### src/rtl/bit_converter_feeder.sv
// ---------------------------------------------------------------------------
// bit_converter_feeder
//
// Sequential front-end for a 4-bit combinational code converter. A serial bit
// stream (MSB first) is assembled into 4-bit frames. Each frame is held on the
// converter inputs a,b,c,d for a settle window. The converter result w,x,y,z
// is then captured and offered downstream on a valid/ready handshake.
//
// Parameters
//   SETTLE_CYCLES  edges between loading a..d and capturing w..z (1..15)
//   CNT_W          width of frame_cnt
//
// Ports
//   clk, rst_n          rising-edge clock, asynchronous active-low reset
//   ser_in, ser_valid   serial bit and its qualifier
//   ser_ready           high while collecting bits (pure state decode)
//   a, b, c, d          converter inputs, frame bits 3..0, from hold register
//   w, x, y, z          converter outputs, bits 3..0
//   out_data/valid/ready  captured {w,x,y,z} with handshake
//   clr_overrun         synchronous clear of overrun
//   overrun             sticky: a bit was offered while ser_ready was low
//   frame_cnt           completed output handshakes, wraps
// ---------------------------------------------------------------------------
module bit_converter_feeder #(
  parameter int SETTLE_CYCLES = 1,
  parameter int CNT_W         = 8
) (
  input  logic             clk,
  input  logic             rst_n,
  input  logic             ser_in,
  input  logic             ser_valid,
  output logic             ser_ready,
  output logic             a,
  output logic             b,
  output logic             c,
  output logic             d,
  input  logic             w,
  input  logic             x,
  input  logic             y,
  input  logic             z,
  output logic [3:0]       out_data,
  output logic             out_valid,
  input  logic             out_ready,
  input  logic             clr_overrun,
  output logic             overrun,
  output logic [CNT_W-1:0] frame_cnt
);

  typedef enum logic [1:0] {
    COLLECT = 2'd0,
    SETTLE  = 2'd1,
    OUTPUT  = 2'd2
  } state_e;

  localparam logic [3:0] SETTLE_LOAD = 4'(SETTLE_CYCLES - 1);

  state_e           state_q,     state_d;
  logic [1:0]       bit_cnt_q,   bit_cnt_d;
  // Only the first three bits need storing; the fourth goes straight into
  // the hold register on the edge that completes the frame.
  logic [2:0]       shift_q,     shift_d;
  logic [3:0]       hold_q,      hold_d;
  logic [3:0]       settle_q,    settle_d;
  logic [3:0]       out_data_q,  out_data_d;
  logic             out_valid_q, out_valid_d;
  logic             overrun_q,   overrun_d;
  logic [CNT_W-1:0] frame_cnt_q, frame_cnt_d;

  assign ser_ready = (state_q == COLLECT);

  // NOTE: every variable gets its hold value first so no path through the
  // case statement leaves one unassigned, which would infer a latch.
  always_comb begin
    state_d     = state_q;
    bit_cnt_d   = bit_cnt_q;
    shift_d     = shift_q;
    hold_d      = hold_q;
    settle_d    = settle_q;
    out_data_d  = out_data_q;
    out_valid_d = out_valid_q;
    frame_cnt_d = frame_cnt_q;

    unique case (state_q)
      COLLECT: begin
        if (ser_valid) begin
          if (bit_cnt_q == 2'd3) begin
            hold_d    = {shift_q, ser_in};
            bit_cnt_d = 2'd0;
            settle_d  = SETTLE_LOAD;
            state_d   = SETTLE;
          end else begin
            shift_d   = {shift_q[1:0], ser_in};
            bit_cnt_d = bit_cnt_q + 2'd1;
          end
        end
      end
      SETTLE: begin
        if (settle_q == 4'd0) begin
          out_data_d  = {w, x, y, z};
          out_valid_d = 1'b1;
          state_d     = OUTPUT;
        end else begin
          settle_d = settle_q - 4'd1;
        end
      end
      OUTPUT: begin
        if (out_ready) begin
          out_valid_d = 1'b0;
          frame_cnt_d = frame_cnt_q + 1'b1;
          state_d     = COLLECT;
        end
      end
      default: state_d = COLLECT;
    endcase
  end

  // Set has priority over clear so an overrun on the clearing edge is kept.
  always_comb begin
    overrun_d = overrun_q;
    if (ser_valid && !ser_ready) overrun_d = 1'b1;
    else if (clr_overrun)        overrun_d = 1'b0;
  end

  // NOTE: sequential state uses non-blocking assignments so all flops update
  // together from values sampled before the edge.
  always_ff @(posedge clk or negedge rst_n) begin
    if (!rst_n) begin
      state_q     <= COLLECT;
      bit_cnt_q   <= '0;
      shift_q     <= '0;
      hold_q      <= '0;
      settle_q    <= '0;
      out_data_q  <= '0;
      out_valid_q <= 1'b0;
      overrun_q   <= 1'b0;
      frame_cnt_q <= '0;
    end else begin
      state_q     <= state_d;
      bit_cnt_q   <= bit_cnt_d;
      shift_q     <= shift_d;
      hold_q      <= hold_d;
      settle_q    <= settle_d;
      out_data_q  <= out_data_d;
      out_valid_q <= out_valid_d;
      overrun_q   <= overrun_d;
      frame_cnt_q <= frame_cnt_d;
    end
  end

  assign {a, b, c, d} = hold_q;
  assign out_data     = out_data_q;
  assign out_valid    = out_valid_q;
  assign overrun      = overrun_q;
  assign frame_cnt    = frame_cnt_q;

endmodule

### config.mk
export PLATFORM = sky130hd
export DESIGN_NAME = bit_converter_feeder
export DESIGN_NICKNAME = d
export VERILOG_FILES = /design/src/rtl/bit_converter_feeder.sv
export SDC_FILE = /design/constraint.sdc
export NUM_CORES = 1
export LEC_CHECK = 0
export CORE_MARGIN = 2
export CORE_UTILIZATION = 49
export DETAILED_ROUTE_END_ITERATION = 16
export PLACE_DENSITY = 0.77
export SETUP_SLACK_MARGIN = 0.1
export SYNTH_ARGS = -nofsm -noshare
export SYNTH_HDL_FRONTEND = slang
export SYNTH_SLANG_ARGS = --single-unit
### constraint.sdc
create_clock -name clk -period 1.95 [get_ports clk]
set_input_delay 0.39 -clock clk [delete_from_list [all_inputs] [get_ports clk]]
set_output_delay 0.39 -clock clk [all_outputs]
set_load 0.02 [all_outputs]
==> After elaboration in Yosys (flattened, before gate mapping) <==
Index checks and enable logic that the tools add are counted.
{ "classes": {"n_bitwise": 1, "eq_ne": 8, "mux": 15, "add_sub_neg": 3, "n_reduce_logical": 15} }
{ "op_table": {"columns": ["op", "count"], "rows": [
  ["2-to-1 mux 4 bit", 3],
  ["2-to-1 mux 2 bit", 5],
  ["AND reduction 3 bit", 3],
  ["adder 8 x 1 -> 8 bit, second input constant", 1],
  ["inequality test 2 bit, second input constant", 4],
  ["one-hot mux 4 bit (2 select lines)", 1],
  ["AND reduction 4 bit", 2],
  ["one-hot mux 2 bit (3 select lines)", 1],
  ["AND reduction 2 bit", 3],
  ["nonzero test 2 bit", 3],
  ["equality test 2 bit, second input constant", 2],
  ["zero test 4 bit", 1],
  ["2-to-1 mux 1 bit", 4],
  ["subtractor 4 x 1 -> 4 bit, second input constant", 1],
  ["adder 2 x 1 -> 2 bit, second input constant", 1],
  ["equality test 2 x 1 -> 1 bit, second input constant", 1],
  ["zero test 2 bit", 1],
  ["inequality test 2 x 1 -> 1 bit, second input constant", 1],
  ["one-hot mux 1 bit (2 select lines)", 1],
  ["logical AND 1 bit", 1],
  ["zero test 1 bit", 1],
  ["inverter 1 bit", 1]
]} }
{ "word_totals": {"input_bits": 10, "register_bits": 29, "word_cells": 51, "output_inout_bits": 19} }

==> Logic depth before layout (Yosys ltp) <==
{ "logic_depth": {"depth_word": 4, "ltp_mapped": 5, "mapped_depth_nobuf": 5} }

==> Worst setup path after synthesis <==
OpenSTA, ideal clock, no wires.
{ "synth_path": {"kind": "register to register", "startpoint": "reg state_q[1]", "endpoint": "reg shift_q[0]", "setup_time_ns": 0.125, "n_path_buf": 1, "setup_slack_ns": 0.518, "required_ns": 1.825, "t_arrival_ns": 1.308, "period_less_slack_ns": 1.432, "path_stages_with_launch": 5, "cell_sequence": "dfrtp_1 > buf_6 > or3b_4 > nor2_4 > mux2_2"} }
{ "synth_between": {"elab_chain_len": 2} }
{ "synth_lines": {"columns": ["element", "line", "text"], "rows": [
  ["from (decl)", "57", "state_e state_q, state_d;"],
  ["from (signal assigned)", "138", "state_q <= state_d;"],
  ["zero test 2 bit", "83", "unique case (state_q)"],
  ["AND reduction 3 bit (no line)", null, null],
  ["to (signal assigned)", "140", "shift_q <= shift_d;"],
  ["to (decl)", "61", "logic [2:0] shift_q, shift_d;"]
]} }
Every way passes these cells.
A chain may end at the register's enable or synchronous reset.

==> Final worst setup path <==
{ "layout_path": {"startpoint": "reg frame_cnt_q[2], in the netlist frame_cnt[2]", "endpoint": "out frame_cnt[2]"} }
{ "layout_rtl": {"columns": ["element", "line", "text"], "rows": [
  ["from (decl)", "67", "logic [CNT_W-1:0] frame_cnt_q, frame_cnt_d;"],
  ["from (signal assigned)", "146", "frame_cnt_q <= frame_cnt_d;"],
  ["to (decl)", "46", "output logic [CNT_W-1:0] frame_cnt"]
]} }
No word-level cell between the ends.

==> flow_summary.json <==
{
  "gp_congestion": 0.690,
  "yosys.area.top_type": "dfrtp_1",
  "cts_buffers": 5,
  "htree_levels": 2,
  "num_vias": 878,
  "path_buf_inv": 1,
  "syn_avg_cell_area_um2": 12.9,
  "seqPwrFrac_pct": 40.4,
  "synth.most_common_cell": "dfrtp_1",
  "core_area_um2": 2480,
  "initial_core_util_pct": 51.7,
  "multiInputGateArea_um2": 524,
  "cts-root-buf": "clkbuf_4",
  "rr_endpoint": "hold_q[0]",
  "yosysUniqueCellTypes": 30,
  "num_antenna_cells": 0,
  "sw_frac_of_total_pct": 35.5,
  "vias_per_cell": 5.32,
  "yosys_warnings": 0,
  "ys.flop_type": "dfrtp_1",
  "slowest_stage": "clkdlybuf4s50_1",
  "wire_per_inst_um": 14.1,
  "pre_cts_ws_ns": 0.0439,
  "antenna_found_initial": 0,
  "syn-num-nets": 113,
  "irDropWorstVdd_uv": 1080,
  "hold_class": "in -> async",
  "crit_chain": "clkdlybuf4s50_1",
  "crit_path_end_kind": "output port",
  "grt_max_degree": 30,
  "totalWireLength_um": 2330,
  "grt_pass1_vias": 909,
  "clkSinkCount": 29,
  "skew_ns": 0.00628,
  "seq_area_frac_synth_pct": 56.6,
  "cts_setup_buffers": 0,
  "row_count": 18,
  "met2WireLength_um": 1190,
  "worstPathArrival_ns": 1.39,
  "layout.nets": 148,
  "clockPowerShare_pct": 16.1,
  "fin_crit_ns": 1.78,
  "worstReg2RegStart": "bit_cnt_q[0]",
  "synth_top_area_share_pct": 56.6,
  "max_stage_delay_ns": 0.64,
  "drc": 0,
  "grt_first_pass_wirelength_um": 3890,
  "met1_length_um": 990,
  "crit_start": "frame_cnt[2]",
  "path_clk_slew_ns": 0.09,
  "crit_family": "buffers and inverters",
  "worstMarginPinSlew_ns": 0.402,
  "async_flop_share_pct": 100,
  "ios": 29,
  "outcome": "complete, no violations",
  "syn_area_um2": 1280,
  "drtAntennaViolNets": 0,
  "slew_headroom_pct": 72.9,
  "wl_met3_um": 124,
  "maxCapViolCount": 0,
  "regToRegSetupSlack_ns": 0.39,
  "overflow": 0,
  "fin_setup_tns_ns": 0,
  "rsz0062_at_grt": "false",
  "regArea_um2": 726,
  "p_int_uw": 1640,
  "start_kind": "flop",
  "cts_hold_buf": 0,
  "worstRegToRegCells": 4,
  "p_leak_uw": 0.000775,
  "cts_max_path_buffers": 2,
  "setup_violations": 0,
  "die_area_um2": 3040,
  "net-switching-power_uw": 904,
  "fillers": 210,
  "drive_gt1_share_pct": 20.7,
  "synth_cells": 99,
  "area_growth_pct": 30.3,
  "dp.final_hpwl_um": 1730,
  "drt_iter0_drc": 9,
  "portBuffers": 28,
  "ys_ff_latch": 29,
  "p_comb_share_pct": 43.5,
  "finalCritPeriodShare_pct": 91.4,
  "path_class": "reg -> out",
  "max_freq_ghz": 0.561,
  "synthTopCellsByArea": "dfrtp_1, mux2_2, ha_1",
  "first_pass_iters": 4,
  "fp.dieH_um": 55.1,
  "maxSlewViolCount": 0,
  "hold_violations": 0,
  "synth_edf_count": 0,
  "grt.total_usage_pct": 18.9,
  "clock_latency_ns": 0.32,
  "top_layer": "met4",
  "cts_tree": "built",
  "die_x_um": 55.1,
  "cp-endpoint": "frame_cnt[2]",
  "synthTopCellsByCount": "dfrtp_1, mux2_2, nand2_1, nand2b_1",
  "powerDensity_nw_per_um2": 1520,
  "fin_ws_ns": 0.168,
  "worst-path-stages": 1,
  "worst-path-max-fanout": 5,
  "worstPathRequired_ns": 1.56
}
worst reg2reg max path: stages (launching register included):
cell and delay, ns:
dfrtp_1 0.41, ha_1 0.25, nand4bb_1 0.29, buf_4 0.18, mux2_2 0.32
per-layer routing:
layer / vias to the layer above / GRT usage (%)
met1: 436 / 21.0
met4: 0 / 6.10
li1: 420 / -
met3: 4 / 9.14
met2: 18 / 31.9
met5: - / 0
cells by family (layout without fill, tap and decap cells):
logic type	after synthesis	in the layout	synth area share [%]
buf+inv	6	42	2.44
fa+ha+maj	4	4	3.91
compound gates	9	9	4.88
simple gates	29	29	14.3
flops	29	29	56.6
xor+xnor	7	7	4.79
mux	15	15	13.1
stage by stage:
stage          cells  instance area, um2  power [uW]  hold slack, ns  utilization (%)
5_1_grt          165                1670        2720           0.478             67.4
3_5_place_dp     157                1600        2170           0.464             64.5
6_report         165                1670        2540           0.440             67.4
4_1_cts          165                1670        2570           0.443             67.3
2_1_floorplan     99                1280        1710          0.0944                -
3_3_place_gp     157                1600        2110           0.454             64.5
timing repair:
item / in CTS / in global routing
endpoints found under the hold margin: 0 / 0
resized for setup: 1 / 1
setup endpoints to repair: 1 / 1
flip-flops by register name, summed over array words and instances (netlist names):
| name | cells |
|---|---|
| frame_cnt | 8 |
| out_data | 4 |
| overrun | 1 |
| bit_cnt_q | 2 |
| state_q | 2 |
| shift_q | 3 |
| out_valid | 1 |
| settle_q | 4 |
| hold_q | 4 |
worst min-delay path by stage:
stage / start / to / slack (ns) / cells after the start
after detailed placement: frame_cnt[7] / frame_cnt[7] / 0.46 / 1
after CTS: rst_n / frame_cnt[2] / 0.44 / 2
after global routing: rst_n / bit_cnt_q[1] / 0.48 / 2
after floorplan: rst_n / bit_cnt_q[0] / 0.09 / 0
final: rst_n / shift_q[2] / 0.44 / 2
after global placement: frame_cnt[7] / frame_cnt[7] / 0.45 / 1
cell type report:
type	instances	share of cell area (%)
Sequential cell	29	43.5
Multi-Input combinational cell	64	31.4
Clock buffer	7	3.90
Tap cell	30	2.25
Clock inverter	1	0.300
Inverter	4	0.900
Timing Repair Buffer	30	17.8
power by group through the flow:
stage,clock network [uW],registers [uW],logic (uW)
after floorplan,0,1160,559
after global placement,0,1020,1090
after detailed placement,0,1040,1120
after global routing,454,1060,1200
after CTS,420,1030,1120
final,409,1030,1110
layout by cell type, fill, tap and decap left out, types with 2 or more instances in the layout:
cell type and count:
buf_4 2, o21ai_0 4, inv_1 4, nand2_1 5, clkbuf_8 2, nor2_1 2
nand3_1 4, clkbuf_4 5, clkdlybuf4s50_1 26, nand2b_1 5, xnor2_1 3, nor3_1 3
xor2_1 4, ha_1 4, mux2_2 14, dfrtp_1 29
Note: power is estimated with default switching activity, not from simulation.
